File: config.mk
export PLATFORM = sky130hd
export DESIGN_NAME = instruction_fetch_flat
export DESIGN_NICKNAME = d
export VERILOG_FILES = /design/src/rtl/instruction_fetch_if.sv /design/src/rtl/instruction_fetch.sv /design/src/flat_wrapper.sv
export SDC_FILE = /design/constraint.sdc
export NUM_CORES = 1
export LEC_CHECK = 0
export CAP_MARGIN = 20
export CORE_MARGIN = 2
export CORE_UTILIZATION = 45
export CTS_BUF_LIST = sky130_fd_sc_hd__clkbuf_8
export DETAILED_ROUTE_END_ITERATION = 6
export DONT_BUFFER_PORTS = 1
export PLACE_DENSITY_LB_ADDON = 0.1
export REMOVE_ABC_BUFFERS = 1
export SLEW_MARGIN = 20
export SYNTH_ARGS = -nofsm -noshare
export SYNTH_HDL_FRONTEND = slang
export SYNTH_SLANG_ARGS = --single-unit
File: constraint.sdc
create_clock -name clock -period 2.6 [get_ports clock]
set_clock_uncertainty 0.15 [all_clocks]
set_input_delay 0.26 -clock clock [delete_from_list [all_inputs] [get_ports clock]]
set_output_delay 0.26 -clock clock [all_outputs]
set_load 0.02 [all_outputs]
File: src/rtl/instruction_fetch_if.sv
// Instruction-memory fetch bus: word request/address out, data/ready back.
// The fetch stage is the master; the memory is the slave.
interface instruction_fetch_if;
   logic        req;
   logic [31:0] addr;
   logic [31:0] rdata;
   logic        ready;

   modport master (output req, output addr, input rdata, input ready);
   modport slave  (input req, input addr, output rdata, output ready);
endinterface

File: src/rtl/instruction_fetch.sv
// IF stage: owns the PC, fetches words over the imem handshake, and drives the
// IF/ID register, with a one-entry hold buffer and redirects during a pending fetch.
module instruction_fetch #(
   parameter logic [31:0] RESET_PC = 32'h0000_0000,
   parameter logic [31:0] NOP      = 32'h0000_0013
) (
   input  logic                       clock,
   input  logic                       reset,
   input  logic                       stall,
   input  logic                       flush,
   input  logic                       pcsrc,
   input  logic [31:0]                branch_target,
   instruction_fetch_if.master        imem,
   output logic [31:0]                if_id_instruction_out,
   output logic [31:0]                if_id_npc_out,
   output logic                       if_id_valid
);

   typedef enum logic [1:0] {FETCH, HOLD, DRAIN} state_e;

   typedef struct packed {
      logic [31:0] instr;
      logic [31:0] npc;
      logic        valid;
   } if_id_t;

   localparam if_id_t BUBBLE = '{instr: NOP, npc: 32'h0, valid: 1'b0};

   state_e      state_q, state_d;
   logic [31:0] pc_q, pc_d;
   logic [31:0] hold_q, hold_d;
   logic [31:0] target_q, target_d;
   if_id_t      if_id_q, if_id_d;
   // Low for the first cycle after reset so a late ready from an abandoned fetch is ignored.
   logic        started_q, started_d;

   logic        req;
   logic        resp;
   logic [31:0] pc_plus4;
   logic [31:0] target;

   assign req      = started_q && (state_q != HOLD);
   assign resp     = req && imem.ready;
   assign pc_plus4 = pc_q + 32'd4;
   assign target   = {branch_target[31:2], 2'b00};

   assign imem.req  = req;
   assign imem.addr = pc_q;

   assign if_id_instruction_out = if_id_q.instr;
   assign if_id_npc_out         = if_id_q.npc;
   assign if_id_valid           = if_id_q.valid;

   always_comb begin
      // NOTE: every _d gets its hold value first, so no path can leave a latch behind.
      state_d   = state_q;
      pc_d      = pc_q;
      hold_d    = hold_q;
      target_d  = target_q;
      if_id_d   = if_id_q;
      started_d = 1'b1;

      unique case (state_q)
         FETCH: begin
            if (pcsrc) begin
               if_id_d = BUBBLE;
               if (resp || !req) begin
                  pc_d = target;
               end else begin
                  target_d = target;
                  state_d  = DRAIN;
               end
            end else if (flush) begin
               if_id_d = BUBBLE;
            end else if (stall) begin
               if (resp) begin
                  hold_d  = imem.rdata;
                  state_d = HOLD;
               end
            end else if (resp) begin
               if_id_d = '{instr: imem.rdata, npc: pc_plus4, valid: 1'b1};
               pc_d    = pc_plus4;
            end else begin
               if_id_d = BUBBLE;
            end
         end

         HOLD: begin
            if (pcsrc) begin
               pc_d    = target;
               if_id_d = BUBBLE;
               state_d = FETCH;
            end else if (flush) begin
               if_id_d = BUBBLE;
               state_d = FETCH;
            end else if (!stall) begin
               if_id_d = '{instr: hold_q, npc: pc_plus4, valid: 1'b1};
               pc_d    = pc_plus4;
               state_d = FETCH;
            end
         end

         DRAIN: begin
            // The old-address response is thrown away; the latest redirect wins.
            if_id_d = BUBBLE;
            if (pcsrc) begin
               target_d = target;
            end
            if (resp) begin
               pc_d    = pcsrc ? target : target_q;
               state_d = FETCH;
            end
         end

         default: state_d = FETCH;
      endcase
   end

   // NOTE: state updates use non-blocking assignments so all flops sample the same pre-edge values.
   always_ff @(posedge clock or negedge reset) begin
      if (!reset) begin
         state_q   <= FETCH;
         pc_q      <= RESET_PC;
         hold_q    <= 32'h0;
         target_q  <= 32'h0;
         if_id_q   <= BUBBLE;
         started_q <= 1'b0;
      end else begin
         state_q   <= state_d;
         pc_q      <= pc_d;
         hold_q    <= hold_d;
         target_q  <= target_d;
         if_id_q   <= if_id_d;
         started_q <= started_d;
      end
   end

endmodule
File: src/flat_wrapper.sv
// flat-port wrapper written by rule: the top's interface ports become plain ports
module instruction_fetch_flat 
#(
   parameter logic [31:0] RESET_PC = 32'h0000_0000,
   parameter logic [31:0] NOP      = 32'h0000_0013
)
  (clock, reset, stall, flush, pcsrc, branch_target, if_id_instruction_out, if_id_npc_out, if_id_valid, imem_req, imem_addr, imem_rdata, imem_ready);
  instruction_fetch_if imem_i ();
  input  logic clock;
  input  logic reset;
  input  logic stall;
  input  logic flush;
  input  logic pcsrc;
  input  logic [31:0] branch_target;
  output logic [31:0] if_id_instruction_out;
  output logic [31:0] if_id_npc_out;
  output logic if_id_valid;
  output wire logic [$bits(imem_i.req)-1:0] imem_req;
  output wire logic [$bits(imem_i.addr)-1:0] imem_addr;
  input wire logic [$bits(imem_i.rdata)-1:0] imem_rdata;
  input wire logic [$bits(imem_i.ready)-1:0] imem_ready;
  assign imem_req = imem_i.req;
  assign imem_addr = imem_i.addr;
  assign imem_i.rdata = imem_rdata;
  assign imem_i.ready = imem_ready;
  instruction_fetch #(.RESET_PC(RESET_PC), .NOP(NOP)) u_core (.clock(clock), .reset(reset), .stall(stall), .flush(flush), .pcsrc(pcsrc), .branch_target(branch_target), .imem(imem_i), .if_id_instruction_out(if_id_instruction_out), .if_id_npc_out(if_id_npc_out), .if_id_valid(if_id_valid));
endmodule
==> results of run 1 <==
## timing repair
action / in CTS / in global routing
hold endpoints to repair: 290 / 164
endpoints found under the setup margin: 0 / 1
gates resized for setup: 0 / 2
## sequential cells by signal, summed over array words and instances, names as in the netlist
| name | flops |
|---|---|
| u_core.hold_q | 32 |
| u_core.if_id_instruction_out | 32 |
| u_core.if_id_npc_out | 32 |
| u_core.if_id_valid | 1 |
| u_core.imem.addr | 32 |
| u_core.started_q | 1 |
| u_core.state_q | 2 |
| u_core.target_q | 32 |
## per-stage QoR
step / setup slack (ns) / instances / hold slack, ns / setup TNS [ns]
floorplan: -1.12 / 691 / -0.186 / -79.74
global placement: 0.188 / 966 / -0.180 / 0
detailed placement: 0.143 / 966 / -0.181 / 0
CTS: 0.0557 / 1062 / -0.691 / 0
global route: 0.0254 / 1062 / -0.703 / 0
finish: 0.168 / 1062 / -0.657 / 0
## cell usage after synthesis, drive strengths merged (3+ instances only)
cell     count
a211o        6
a211oi       7
a21oi       13
a221oi      31
a222oi       5
a22o         9
a22oi        9
a31oi        4
a32o         4
a41oi        3
and2         3
and3        12
and4         5
buf         16
clkbuf      38
dfrtp      161
dfstp        3
ha           5
inv         14
mux2        64
nand2       61
nand2b       7
nand3       20
nand4        8
nor2        86
nor3         7
nor4         3
o211ai      12
o21a         4
o21ai       42
o22ai        4
o2bb2ai     10
o31ai       15
o41ai        3
or2          5
xnor2       16
xor2        12
## worst max path at each step
stage	cells after the start	slack (ns)	from	to
after floorplan	5	-1.12	u_core.state_q[1]	u_core.if_id_instruction_out[0]
after global placement	9	0.19	u_core.state_q[1]	u_core.imem.addr[1]
after detailed placement	9	0.14	u_core.state_q[1]	u_core.imem.addr[1]
after CTS	8	0.06	u_core.state_q[0]	u_core.state_q[1]
after global routing	8	0.03	u_core.state_q[0]	u_core.state_q[1]
final	8	0.17	u_core.state_q[0]	u_core.state_q[1]
## cell type report
| cell class | instances | share of cell area |
|---|---|---|
| clock buffers | 19 | 0.0277 |
| clock inverters | 11 | 0.0120 |
| repair buffers | 116 | 0.116 |
| flip-flops and latches | 164 | 0.435 |
| well taps | 225 | 0.0298 |
| multi-input cells | 513 | 0.374 |
| inverters | 14 | 0.00556 |
## cells by family (layout without fill, tap and decap cells)
| logic type | Yosys count | in the layout | share of synthesized area |
|---|---|---|---|
| multiplexers | 66 | 66 | 0.0939 |
| XOR/XNOR | 28 | 28 | 0.0311 |
| adder cells (fa/ha/maj) | 5 | 5 | 0.00793 |
| other | 1 | 1 | 0.000475 |
| buffers and inverters | 68 | 160 | 0.0346 |
| AND/OR/NAND/NOR | 222 | 222 | 0.134 |
| AO/OA/AOI/OAI | 191 | 191 | 0.177 |
| flip-flops | 164 | 164 | 0.521 |
## where the power goes
group	internal [mW]	total, mW	switching [mW]
clock	0.882	1.81	0.924
combinational	1.56	3.46	1.90
sequential	3.40	4.24	0.840
total	5.84	9.51	3.67
## routing by layer
layer | up-vias | GRT usage | share of wire
met5 | - | 0 | 0
met3 | 28 | 0.0679 | 0.071
met4 | 0 | 0.0758 | 0.015
met1 | 3170 | 0.292 | 0.42
li1 | 2888 | - | -
met2 | 199 | 0.408 | 0.49
## placed cells by master (no fill, tap or decap), types with 5 or more instances in the layout
master,instances
inv_1,16
buf_12,5
xor2_1,12
a211o_1,6
a22oi_1,9
a221oi_1,31
a211oi_1,7
nand2b_1,7
a22o_1,9
xnor2_1,16
nand2_1,60
nand3_1,19
and4_1,5
nor3_1,5
and3_1,10
o211ai_1,12
dlygate4sd3_1,65
mux2_2,64
dfrtp_1,161
o2bb2ai_1,10
a21oi_1,13
o21ai_0,40
buf_4,46
clkbuf_8,19
o31ai_1,15
nor2_1,84
nand4_1,6
a222oi_1,5
==> results_dict.tcl, run 1 <==
set metrics [dict create \
    grt_pass1_vias 6366 \
    cp.required_ns 2.79 \
    start_kind "flop" \
    power.leakage_nw 4.11 \
    cp_max_fo 7 \
    rows 48 \
    drcViolationCount 0 \
    critPathBufInv 3 \
    async_reset_ff_frac 1.00 \
    ctsLongestPathBuffers 2 \
    violations "hold timing" \
    avgSynthCellArea_um2 10.6 \
    cts_tree "yes" \
    multi_input_area_um2 3540 \
    synth_seq_cells 164 \
    synth_area_leaders "dfrtp_1 (51%), mux2_2 (9.1%), nor2_1 (4.0%)" \
    yosysTopAreaCell "dfrtp_1" \
    cts_setup_buffers 0 \
    place_congestion 0.817 \
    io_buffers 0 \
    final_nets 901 \
    netlist.area_leader.share 0.511 \
    tightestPinTransition_ns 0.697 \
    finalCriticalPeriod_ns 2.43 \
    max_freq_mhz 411 \
    numCtsBuffers 17 \
    crit_slowest_cell "dlygate4sd3_1" \
    hold_path_class "input port to asynchronous set/reset pin" \
    post-route-period-util 0.935 \
    fin_util 0.548 \
    ff2ff_setup_slack_ns 0.17 \
    path_common_cell "inv_1" \
    die_w_um 136 \
    vias 6285 \
    die_area_um2 18600 \
    status "finished with violations" \
    r2r-end "u_core.state_q[1]" \
    htreeDepth 4 \
    ir_worst_vdd_mv 0.547 \
    via_per_inst 5.92 \
    postLayoutCellArea_um2 9450 \
    end_kind "flop" \
    die_y_um 136 \
    relSlewSlack 0.535 \
    fill_cells 1531 \
    grt_pass1_wl_mm 34.2 \
    ys_types 59 \
    synth_ff_type "dfrtp_1" \
    insertion_delay_ns 0.46 \
    seq_area_frac_synth 0.521 \
    setup_violations 0 \
    power_density_nw_per_um2 1010 \
    r2r_start "u_core.state_q[0]" \
    coreArea_um2 17200 \
    r2r_cells 8 \
    cts_hold_buf 66 \
    seq_area_um2 4110 \
    routed_wl_mm 22.1 \
    hold_viol_final 164 \
    pin_count 168 \
    n_antenna_cell 0 \
    ant_nets 0 \
    hpwl_mm 14.3 \
    drive_above_1_share 0.198 \
    yosys_warnings 0 \
    initial_core_util 0.458 \
    grt_max_degree 165 \
    cpPeakStageDelay_ns 0.56 \
    clk_pin_slew_ns 0.08 \
    synth_area_um2 7890 \
    cts_root_buffer "clkbuf_8" \
    rsz0062_at_grt "false" \
    critPathTopFamily "buffers and inverters" \
    cp_cell_sequence "inv_1 > ha_1 > inv_1 > a21o_1 > a21oi_1 > o211ai_1 > mux2i_1 > dlygate4sd3_1" \
    clock_sinks 164 \
    synth_edf_count 0 \
    drv_cap 0 \
    firstDrtPassIters 6 \
    avgRoutedWirePerCell_um 20.8 \
    power_mw 9.51 \
    overflow 0 \
    antenna_found_initial 0 \
    drv_slew 0 \
    crit_arrival_ns 2.62 \
    syn_inst 745 \
    area_delta_synth_final_pct 19.8 \
    hold_slack_ns -0.657 \
    grtUsageTotal 0.239 \
    drt_iter0_drc 463 \
    critPathKind "flop to flop" \
    placed_area_um2 8400 \
]
(Power assumes the default switching activity.)
==> inputs of run 2 (changes only) <==
--- a/config.mk
+++ b/config.mk
@@ -8,7 +8,7 @@
 export CAP_MARGIN = 20
 export CORE_MARGIN = 2
 export CORE_UTILIZATION = 45
-export CTS_BUF_LIST = sky130_fd_sc_hd__clkbuf_8
+export CTS_BUF_LIST = sky130_fd_sc_hd__clkbuf_4 sky130_fd_sc_hd__clkbuf_8
 export DETAILED_ROUTE_END_ITERATION = 6
 export DONT_BUFFER_PORTS = 1
 export PLACE_DENSITY_LB_ADDON = 0.1
==> results_dict.tcl, run 2 (synthesis gave the netlist of run 1 again) <==
set metrics [dict create \
    violations "hold timing" \
    setup_violations 0 \
    power.leakage_nw 4.10 \
    final_nets 901 \
    ant_nets 0 \
    initial_core_util 0.458 \
    power_mw 9.53 \
    placed_area_um2 8400 \
    grt_pass1_vias 6366 \
    critPathBufInv 3 \
    hold_path_class "input port to asynchronous set/reset pin" \
    pre_cts_ws_ns 0.143 \
    most-common-layout-cells "dfrtp_1 (161), nor2_1 (84), dlygate4sd3_1 (65)" \
    end_kind "flop" \
    crit_arrival_ns 2.63 \
    cts_tree "yes" \
    routed_wl_mm 22.0 \
    grt_pass1_wl_mm 34.2 \
    cp_cell_sequence "inv_1 > ha_1 > inv_1 > a21o_1 > a21oi_1 > o211ai_1 > mux2i_1 > dlygate4sd3_1" \
    hold_slack_ns -0.652 \
    die_area_um2 18600 \
    max_freq_mhz 409 \
    die_w_um 136 \
    critPathTopFamily "buffers and inverters" \
    pin_count 168 \
    fin_ws_ns 0.155 \
    critPathKind "flop to flop" \
    drive_above_1_share 0.201 \
    drcViolationCount 0 \
    grtUsageTotal 0.239 \
    tightestPinTransition_ns 0.708 \
    power_density_nw_per_um2 1010 \
    start_kind "flop" \
    cts_hold_buf 66 \
    relSlewSlack 0.528 \
    n_antenna_cell 0 \
    post-route-period-util 0.940 \
    insertion_delay_ns 0.45 \
    fin_util 0.549 \
    avgRoutedWirePerCell_um 20.8 \
    rows 48 \
    drv_cap 0 \
    vias 6276 \
    cts_root_buffer "clkbuf_8" \
    hpwl_mm 14.3 \
    htreeDepth 4 \
    die_y_um 136 \
    rsz0062_at_grt "false" \
    cp_max_fo 7 \
    grt_max_degree 165 \
    crit_slowest_cell "dlygate4sd3_1" \
    postLayoutCellArea_um2 9460 \
    clock_sinks 164 \
    overflow 0 \
    area_delta_synth_final_pct 19.9 \
    finalCriticalPeriod_ns 2.44 \
    cp.required_ns 2.78 \
    cpPeakStageDelay_ns 0.56 \
    coreArea_um2 17200 \
    drv_slew 0 \
    via_per_inst 5.91 \
    hold_viol_final 164 \
    drt_iter0_drc 411 \
    firstDrtPassIters 5 \
    io_buffers 0 \
    path_common_cell "inv_1" \
    clk_pin_slew_ns 0.09 \
    place_congestion 0.817 \
    ir_worst_vdd_mv 0.547 \
    status "finished with violations" \
    ctsLongestPathBuffers 2 \
    antenna_found_initial 0 \
    final_common_cell "dfrtp_1" \
    numCtsBuffers 17 \
    cts_setup_buffers 0 \
]
run 2: area by class of cell:
class | count | area (um^2)
well taps | 225 | 282
multi-input cells | 513 | 3540
clock inverters | 9 | 106
inverters | 14 | 52.6
flip-flops and latches | 164 | 4110
fillers | 1530 | 7780
clock buffers | 21 | 277
repair buffers | 116 | 1100
run 2: what timing repair did:
action | CTS | global route
resized for setup | 0 | 2
hold endpoints to repair | 290 | 164
setup endpoints to repair | 0 | 1
run 2: worst reg2reg max path: cells and delay by family, from the launching register on:
kind	cells	cell delay (ns)
buffers and inverters	3	0.83
multiplexers	1	0.15
adder cells (fa/ha/maj)	1	0.31
flip-flops	1	0.41
AO/OA/AOI/OAI	3	0.48
run 2: power breakdown:
group	switching, mW	internal, mW	total [mW]	leakage, nW
logic	1.90	1.56	3.46	1.81
clock network	0.920	0.911	1.83	0.190
registers	0.837	3.40	4.24	2.10
run 2: stage by stage:
stage                     std cells  TNS, ns
after floorplan                 691   -79.74
after global placement          966        0
after detailed placement        966        0
after CTS                      1062        0
after global routing           1062        0
final                          1062        0
run 2: path summary, 6_finish.rpt:
| path | slack (ns) | cells past startpoint | end | start |
|---|---|---|---|---|
| min in group clock | 0.04 | 3 | u_core.imem.addr[28] | pcsrc |
| worst max-delay path | 0.16 | 8 | u_core.state_q[1] | u_core.state_q[0] |
| worst min register to register | 0.34 | 1 | u_core.target_q[1] | u_core.target_q[1] |
| worst max register to register | 0.16 | 8 | u_core.state_q[1] | u_core.state_q[0] |
| max in group asynchronous | 2.64 | 0 | u_core.if_id_npc_out[4] | reset |
| worst min-delay path | -0.65 | 0 | u_core.if_id_npc_out[9] | reset |
run 2: routing by layer:
layer / global-route usage / up-vias / part of all wire
met5: 0 / - / 0
met2: 0.408 / 204 / 0.49
li1: - / 2888 / -
met1: 0.292 / 3162 / 0.43
met3: 0.0679 / 22 / 0.067
met4: 0.0758 / 0 / 0.013
==> inputs of run 3 (changes only) <==
--- a/config.mk
+++ b/config.mk
@@ -5,6 +5,7 @@
 export SDC_FILE = /design/constraint.sdc
 export NUM_CORES = 1
 export LEC_CHECK = 0
+export ABC_AREA = 1
 export CAP_MARGIN = 20
 export CORE_MARGIN = 2
 export CORE_UTILIZATION = 45
@@ -13,7 +14,7 @@
 export DONT_BUFFER_PORTS = 1
 export PLACE_DENSITY_LB_ADDON = 0.1
 export REMOVE_ABC_BUFFERS = 1
-export SLEW_MARGIN = 20
+export SLEW_MARGIN = 15
 export SYNTH_ARGS = -nofsm -noshare
 export SYNTH_HDL_FRONTEND = slang
 export SYNTH_SLANG_ARGS = --single-unit
==> results_dict.tcl, run 3 <==
set metrics [dict create \
    status "finished with violations" \
    violations "hold timing" \
    placed_area_um2 8370 \
    die_y_um 138 \
    grt_pass1_wl_mm 36.1 \
    drt_iter0_drc 476 \
    crit_arrival_ns 2.53 \
    tightestPinTransition_ns 1.03 \
    start_kind "flop" \
    numCtsBuffers 17 \
    drv_slew 0 \
    rsz0062_at_grt "false" \
    die_area_um2 19200 \
    fin_ws_ns 0.285 \
    async_reset_ff_frac 1.00 \
    cp_cell_sequence "inv_1 > ha_1 > inv_1 > o31ai_4 > buf_12 > nand2_1 > o21ai_0" \
    die_w_um 138 \
    max_freq_mhz 432 \
    path_common_cell "inv_1" \
    postLayoutCellArea_um2 9400 \
    synth-simple-area-share 0.260 \
    firstDrtPassIters 5 \
    rows 49 \
    vias 6802 \
    cts_hold_buf 64 \
    ir_worst_vdd_mv 0.451 \
    clk_pin_slew_ns 0.10 \
    synthMuxAreaShare 0.00461 \
    drive_above_1_share 0.0780 \
    post-route-period-util 0.890 \
    final_cells 1345 \
    clock_sinks 164 \
    synth-compound-area-share 0.126 \
    end_kind "flop" \
    synth_area_um2 8140 \
    antenna_found_initial 0 \
    via_per_inst 5.06 \
    cts_tree "yes" \
    setup_violations 0 \
    yosysTopAreaCell "dfrtp_1" \
    pin_count 168 \
    hold_viol_final 164 \
    fin_util 0.527 \
    synth-adder-area-share 0.00769 \
    ant_nets 0 \
    pre_cts_ws_ns 0.254 \
    cp_max_fo 36 \
    netlist.area_leader.share 0.495 \
    grt_max_degree 165 \
    avgRoutedWirePerCell_um 16.0 \
    cts_root_buffer "clkbuf_8" \
    synth_xor_area_frac 0.00861 \
    cp.required_ns 2.82 \
    cpPeakStageDelay_ns 0.82 \
    fill_cells 1757 \
    hold_slack_ns -0.664 \
    htreeDepth 4 \
    synth_most_common_cell "nand2_1" \
    synth_ff_type "dfrtp_1" \
    finalSetupTns_ns 0 \
    routed_wl_mm 21.5 \
    final_nets 1178 \
    synth_top_family_by_area "simple AND/OR/NAND/NOR gates" \
    synth_area_leaders "dfrtp_1 (50%), nand2_1 (16%), o21ai_0 (6.3%)" \
    critPathKind "flop to flop" \
    seq_area_frac_synth 0.505 \
    overflow 0 \
    coreArea_um2 17800 \
    initial_core_util 0.456 \
    crit_slowest_cell "o31ai_4" \
    synth_edf_count 0 \
    drv_cap 0 \
    grtUsageTotal 0.233 \
    io_buffers 0 \
    avgSynthCellArea_um2 7.75 \
    synth_common_cells "nand2_1 (339), dfrtp_1 (161), inv_1 (122)" \
    most-common-layout-cells "nand2_1 (339), dfrtp_1 (161), inv_1 (122)" \
    relSlewSlack 0.316 \
    drcViolationCount 0 \
    finalCriticalPeriod_ns 2.31 \
    ys_types 42 \
    power.leakage_nw 4.63 \
    synth_seq_cells 164 \
    hpwl_mm 14.2 \
    insertion_delay_ns 0.46 \
    power_mw 8.74 \
    place_congestion 0.850 \
    area_delta_synth_final_pct 15.5 \
    hold_path_class "input port to asynchronous set/reset pin" \
    power_density_nw_per_um2 930 \
    placed_cells 1249 \
    n_antenna_cell 0 \
    grt_pass1_vias 6769 \
    cts_setup_buffers 0 \
    final_common_cell "nand2_1" \
    ctsLongestPathBuffers 2 \
    yosys_warnings 0 \
    syn_inst 1050 \
]
-- run 3: cell count changes in the layout (fill, tap and decap cells not counted), sizes merged, moves of 12 or more --
cell / before / now
buf: 51 / 18
nand2: 61 / 342
o21ai: 42 / 104
inv: 14 / 132
o22ai: 4 / 29
mux2: 64 / 3
o31ai: 15 / 1
a21oi: 13 / 29
and3: 12 / 0
nor2: 86 / 104
a221oi: 31 / 1
nand3: 20 / 59
xnor2: 16 / 2
-- run 3: timing repair --
| action | CTS | global route |
|---|---|---|
| endpoints found under the setup margin | 0 | 1 |
| gates resized for setup | 0 | 0 |
| hold endpoints to repair | 288 | 164 |
-- run 3: area by class of cell --
type	instances	area, um^2	area share
Sequential cell	164	4110	0.437
Clock buffer	19	249	0.0265
Timing Repair Buffer	81	828	0.0881
Clock inverter	13	126	0.0134
Multi-Input combinational cell	711	3320	0.353
Inverter	128	480	0.0511
Tap cell	229	287	0.0305
-- run 3: cells by family (layout without fill, tap and decap cells) --
| logic type | after synthesis | count (layout) |
|---|---|---|
| AO/OA/AOI/OAI | 179 | 179 |
| XOR/XNOR | 8 | 8 |
| adder cells (fa/ha/maj) | 5 | 5 |
| buffers and inverters | 175 | 241 |
| flip-flops | 164 | 164 |
| multiplexers | 3 | 3 |
| other | 1 | 1 |
| AND/OR/NAND/NOR | 515 | 515 |
-- run 3: metal layers --
layer  up-vias  part of all wire  track usage
met1      3223              0.48        0.327
met2       144              0.45        0.364
met3        16             0.058       0.0669
li1       3419                 -            -
met4         0            0.0096       0.0499
met5         -                 0            0
-- run 3: where the power goes --
part	switching (mW)	leakage [nW]	internal, mW
clock network	1.01	0.186	0.794
logic	1.61	2.33	0.964
registers	1.05	2.11	3.31
-- run 3: worst paths after layout --
kind                                                    end  depth (start not counted)  slack (ns)         startpoint
setup / recovery                        u_core.target_q[14]                          7        0.29  u_core.state_q[0]
hold reg to reg                            u_core.hold_q[2]                          2        0.34   u_core.hold_q[2]
setup reg to reg                        u_core.target_q[14]                          7        0.29  u_core.state_q[0]
hold / removal             u_core.if_id_instruction_out[15]                          0       -0.66              reset
min in group clock                     u_core.imem.addr[16]                          4        0.04              pcsrc
max in group asynchronous              u_core.imem.addr[26]                          0        2.73              reset
-- run 3: worst max-delay path: cells and delay by family (launching register included) --
family          cells  cell delay, ns
simple gates        1            0.06
fa+ha+maj           1            0.21
buf+inv             3            0.48
flops               1            0.41
compound gates      2            0.90
